[src/rtl/multiplier_iterative_booth.sv]
// Iterative radix-4 Booth multiplier: one recoded digit per cycle, WIDTH/2+1 cycles per product.
// Handles both signed and unsigned operands by extending them to WIDTH+2 bits.
module multiplier_iterative_booth #(
    parameter int WIDTH = 32
) (
    input  logic               clk,
    input  logic               rst_n,
    input  logic               in_valid,
    output logic               in_ready,
    input  logic [WIDTH-1:0]   A,
    input  logic [WIDTH-1:0]   B,
    input  logic               signed_mode,
    output logic               out_valid,
    input  logic               out_ready,
    output logic [2*WIDTH-1:0] product,
    output logic               busy
);

    localparam int N  = WIDTH / 2 + 1;
    localparam int PW = 2 * WIDTH;
    localparam int CW = $clog2(N + 1);

    localparam logic [1:0] IDLE = 2'd0;
    localparam logic [1:0] RUN  = 2'd1;
    localparam logic [1:0] DONE = 2'd2;

    logic [1:0]       state;
    logic [CW-1:0]    iter_cnt;
    logic [PW-1:0]    acc;
    logic [PW-1:0]    mcand;
    logic [WIDTH+1:0] mplier;
    logic             mprev;
    logic [2:0]       triplet;
    logic [PW-1:0]    pp;
    logic [PW-1:0]    acc_next;
    logic             last_iter;

    assign in_ready  = (state == IDLE);
    assign busy      = (state != IDLE);
    assign out_valid = (state == DONE);

    assign triplet   = {mplier[1:0], mprev};
    assign last_iter = (iter_cnt == CW'(N - 1));
    assign acc_next  = acc + pp;

    // Booth digit selection; arithmetic is modulo 2^(2*WIDTH), which is exact for the kept bits
    always_comb begin
        pp = '0;
        case (triplet)
            3'b001, 3'b010: pp = mcand;
            3'b011:         pp = {mcand[PW-2:0], 1'b0};
            3'b100:         pp = -{mcand[PW-2:0], 1'b0};
            3'b101, 3'b110: pp = -mcand;
            default:        pp = '0;
        endcase
    end

    always_ff @(posedge clk or negedge rst_n) begin
        if (!rst_n) begin
            state    <= IDLE;
            iter_cnt <= '0;
            acc      <= '0;
            mcand    <= '0;
            mplier   <= '0;
            mprev    <= 1'b0;
            product  <= '0;
        end else begin
            case (state)
                IDLE: begin
                    if (in_valid) begin
                        mcand    <= signed_mode ? {{WIDTH{A[WIDTH-1]}}, A} : {{WIDTH{1'b0}}, A};
                        mplier   <= {{2{signed_mode & B[WIDTH-1]}}, B};
                        mprev    <= 1'b0;
                        acc      <= '0;
                        iter_cnt <= '0;
                        state    <= RUN;
                    end
                end
                RUN: begin
                    acc      <= acc_next;
                    mcand    <= {mcand[PW-3:0], 2'b00};
                    mplier   <= {2'b00, mplier[WIDTH+1:2]};
                    mprev    <= mplier[1];
                    iter_cnt <= iter_cnt + 1'b1;
                    if (last_iter) begin
                        product <= acc_next;
                        state   <= DONE;
                    end
                end
                DONE: begin
                    if (out_ready) begin
                        state <= IDLE;
                    end
                end
                default: state <= IDLE;
            endcase
        end
    end

endmodule

[config.mk]
export PLATFORM = sky130hd
export DESIGN_NAME = multiplier_iterative_booth
export DESIGN_NICKNAME = d
export VERILOG_FILES = /design/src/rtl/multiplier_iterative_booth.sv
export SDC_FILE = /design/constraint.sdc
export NUM_CORES = 1
export LEC_CHECK = 0
export CORE_ASPECT_RATIO = 1.5
export CORE_UTILIZATION = 49
export CTS_CLUSTER_DIAMETER = 150
export DETAILED_ROUTE_END_ITERATION = 10
export GPL_TIMING_DRIVEN = 0
export PLACE_DENSITY_LB_ADDON = 0.2
export SETUP_SLACK_MARGIN = 0.4
export SYNTH_ARGS = -nofsm -noshare
export SYNTH_HDL_FRONTEND = slang
export SYNTH_SLANG_ARGS = --single-unit
export TNS_END_PERCENT = 5
[constraint.sdc]
create_clock -name clk -period 5 [get_ports clk]
set_input_delay 0.5 -clock clk [delete_from_list [all_inputs] [get_ports clk]]
set_output_delay 0.5 -clock clk [all_outputs]
set_load 0.03 [all_outputs]
# Word level (Yosys, flattened, before mapping)
# Cells that the tools add are included.
# totals
ff_bits	234
latch_bits	0
ram_bits	0
romBits	0
in_bits	69
output_inout_bits	67
word_cells	48
memories	0
# classes
addsub	4
mul	0
div_mod_pow	0
magnitude_cmp	0
n_eq_ne	12
n_shift	0
mux	16
bitwise_logic	1
reduce_logical	8
# op_table
op	count
$pmux W64 S2	2
$pmux W64 S4	1
$mux W64	3
$neg A64 Y64	2
$pmux W34 S2	1
$add A64 B64 Y64	1
$mux W34	1
$pmux W5 S2	1
$eq A3 B3 Y1 const B	3
$eq A3 B2 Y1 const B	2
$mux W2	3
$pmux W2 S3	1
$add A5 B1 Y5 const B	1
$eq A5 B5 Y1 const B	1
$mux W5	1
$ne A2 B2 Y1 const B	2
$reduce_and A2 Y1	2
$reduce_bool A2 Y1	2
$reduce_or A2 Y1	2
$eq A3 B1 Y1 const B	1
$reduce_and A3 Y1	1
$eq A2 B1 Y1 const B	1
$eq A2 B2 Y1 const B	1
$logic_not A2 Y1	1
other kinds (4)	4

# Depth between registers and ports, before layout
# logic_depth
word_depth	5
mapped_depth	25

# Worst setup path before layout
# Ideal clock, no wire load.
# synth_timing
kind	reg-to-reg
start	register mcand[0]
end	register product[58]
setup_ns	0.135
arrival_ns	5.248
required_time_ns	4.865
path_slack_ns	-0.382
stages_incl_launch_ff	25
path_buffers	1
synth_period_minus_slack_ns	5.382
cell_sequence	dfrtp_1 -> inv_1 -> ha_1 -> nor4b_2 -> nand4_2 -> or3_1 -> nor2_1 -> nand2_1 -> or3_1 -> nand2_1 -> xnor2_1 -> a221oi_1 -> a21oi_1 -> ha_1 -> clkbuf_1 -> and4_1 -> nand4_1 -> nor2_1 -> a221o_1 -> a31oi_1 -> o31a_1 -> o21a_1 -> o21ai_0 -> xnor2_1 -> o21ai_0
# synth_via
elab_chain_len	3
elab_cells_between_ends	4
# synth_lines
element	line_no	source
start, declared	30	logic [PW-1:0] mcand;
start signal, assigned	71	mcand <= signed_mode ? {{WIDTH{A[WIDTH-1]}}, A} : {{WIDTH{1'b0}}, A};
start signal, assigned	81	mcand <= {mcand[PW-3:0], 2'b00};
$neg A64 Y64, on equally long branches	53, 52	
$pmux W64 S4 *	49	case (triplet)
$add A64 B64 Y64 *	44	assign acc_next = acc + pp;
end signal, assigned	86	product <= acc_next;
end, declared	15	output logic [2*WIDTH-1:0] product,
# Mark *: on every way between the ends. The rest lies on a longest branch, timed or not.
# A chain may end at the register's enable or synchronous reset.

# Final worst setup path
# layout_timing
start	register mcand[19]
end	register product[52]
# Same word-level chain as after synthesis.

==> flow_summary.yaml <==
outcome:
  status: "complete, but fails checks"
  violations: "negative setup slack"
grt:
  grt_pass1_vias: 16983
  antenna_found_initial: 1
  grt_max_degree: 106
  grt_pass1_wl_mm: 95.4
  grt_use_total_pct: 35.1
  gr-total-overflow: 0
die:
  core_mm2: 0.0335
  die_w_um: 153
  dieHeight_um: 228
  io_pins: 136
  rows: 82
  dieArea_mm2: 0.0349
  start_util_pct: 49.9
timing:
  finalHoldViolCount: 0
  fin_skew_ps: 19.4
  min_period_ps: 5240
  setup_violations: 35
  post-route-period-util_pct: 105
  finalMaxSlewViolations: 0
  worst_slew_pin_slew_ps: 1310
  max_freq_ghz: 0.191
  hold_slack_ps: 421
  timing.final.ws_setup_ps: -238
  maxSlewHeadroom_pct: 13.0
  rsz0062_at_grt: "yes"
yosys:
  synth_cells: 2041
  synth-edff-count: 0
  async_flop_share_pct: 100
  synth.largest_area_cell: "dfrtp_1"
  yosysTopAreaCellShare_pct: 34.8
  ys_types: 73
  synthTopCellsByCount: "324 x nand2_1, 233 x dfrtp_1, 208 x o21ai_0"
  ys_warn_count: 0
  synthesis.nets: 2177
  seq_area_frac_synth_pct: 34.8
  synthTopCellsByArea: "dfrtp_1 35%, nand2_1 7.3%, o21ai_0 6.2%"
  synth_most_common_cell: "nand2_1"
  syn-mean-instance-area_um2: 8.20
  synth_flop_cell: "dfrtp_1"
  syn_area_mm2: 0.0167
  synth_seq_cells: 233
clock_network:
  cts_tree: "yes"
  cts_buffers: 25
  cts.sinks: 233
  path_clk_slew_ps: 70
  htree_levels: 1
  clk_latency_ps: 570
  root_buffer: "clkbuf_16"
  clockBufferDepth: 3
placement:
  post-place-cells: 2598
  dp_hpwl_mm: 45.1
  gp_congestion: 0.995
  io_buffers: 135
worst_setup_path:
  cp.arrival_ps: 5690
  r2r_cells: 22
  r2r_start: "mcand[19]"
  crit_start: "mcand[19]"
  cp-start-kind: "register"
  cp_max_fo: 5
  end_kind: "register"
  crit_path_end: "product[52]"
  reg2reg_to: "product[52]"
  worstPathRequired_ps: 5450
  crit_type: "register to register"
  ff2ff_setup_slack_ps: -240
route:
  drtAntennaViolNets: 0
  wl_per_cell_um: 22.9
  wl_mm: 62.0
  drc_errors: 0
  vias: 17068
  firstDrtPassIters: 5
  avgViaCountPerCell: 6.30
  dr.first_iter.drc_count: 1208
final_layout:
  fin_nets: 2408
  multi_input_area_mm2: 0.0109
  syn2layout_area_growth_pct: 26.1
  stdcell_count: 2710
  seqCellArea_mm2: 0.00583
  nFillCells: 2988
  drive_above_1_share_pct: 15.2
  antenna_cells: 0
min_path:
  hp-class: "primary input to async pin"
job:
  drv_cap: 0
worst max-delay path, cell delays in order (launching register included):
cell,delay [ps]
dfrtp_1,370
buf_6,130
or4_4,550
buf_6,140
or3_4,420
nor2_4,110
nand2_2,60
or3_4,330
nand2_2,90
xnor2_2,90
a221oi_2,290
a21oi_2,60
ha_1,310
clkbuf_8,140
and4_4,250
nand4_1,140
buf_4,180
o31a_1,370
o21ai_4,280
a41oi_4,220
buf_6,170
xnor2_1,130
mux2_4,270
routing by layer:
layer / track usage, % / up-vias / share of wire, %
met5: 0 / - / 0
met4: 21.4 / 0 / 6.3
met3: 4.11 / 177 / 5.5
met2: 59.5 / 657 / 48
met1: 42.6 / 8325 / 40
li1: - / 7909 / -
kinds of logic (layout without fill, tap and decap cells):
group,Yosys count,after routing,share of synthesized area [%]
fa+ha+maj,67,67,5.05
buf+inv,215,464,5.00
compound gates,705,705,27.4
flops,233,233,34.8
mux,24,24,1.50
simple gates,658,658,18.9
xor+xnor,139,139,7.27
layout make-up:
class	instances	share of cell area, %
multi-input combinational	1593	51.9
buffer	187	4.19
clock buffer	34	3.36
tap	420	2.49
clock inverter	11	0.676
timing repair buffer	204	9.27
inverter	28	0.504
sequential	233	27.6
worst min path at each step:
stage,start,end,depth (start not counted)
final,rst_n,product[48],2
after global routing,rst_n,product[46],2
after CTS,rst_n,product[48],2
after detailed placement,rst_n,product[48],1
after global placement,product[53],product[53],2
after floorplan,rst_n,acc[0],0
timing repair:
action | 4_1_cts | 5_1_grt
hold endpoints to repair | 44 | 0
setup buffers | 45 | 20
pin swaps | 53 | 41
setup endpoints to repair | 110 | 88
cloned | 1 | 0
gates resized for setup | 183 | 113
hold buffers | 1 | 0
per-stage QoR:
stage	setup WS (ps)	TNS [ps]	utilization, %	cell area, um^2
after global routing	-387	-11120	62.9	21100
final	-238	-4940	62.9	21100
after detailed placement	-1660	-84470	55.9	18800
after floorplan	227	0	-	16800
after CTS	-242	-3700	61.5	20600
after global placement	-6440	-1579830	55.8	18700
state kept, by name, indices dropped and copies added (netlist names):
register / cells
iter_cnt: 5
state: 2
mplier: 33
mprev: 1
product: 64
mcand: 64
acc: 64
placed cells by master, fill, tap and decap left out, drive strengths merged, types with 9 or more instances in the layout:
cell and n:
o22ai 13, o21ai 212, inv 29, nand2 325, nor2 106, nand4 29, xnor2 80, a21oi 149
or3 21, nor3b 33, buf 101, nor4 17, o31ai 10, a21o 26, ha 66, clkbuf 188
mux2 9, a221o 35, clkdlybuf4s50 134, o21a 9, a221oi 17, xor2 59, a31oi 17, o21bai 11
o211ai 13, and2 10, o221ai 9, nor3 34, mux2i 15, a22oi 91, dfrtp 233, nand2b 24
nand3 15, a22o 52, or4 14
Power is left out: the tool's default activity adds up to more than one toggle a clock period on the data nets, which glitch-free logic cannot reach.
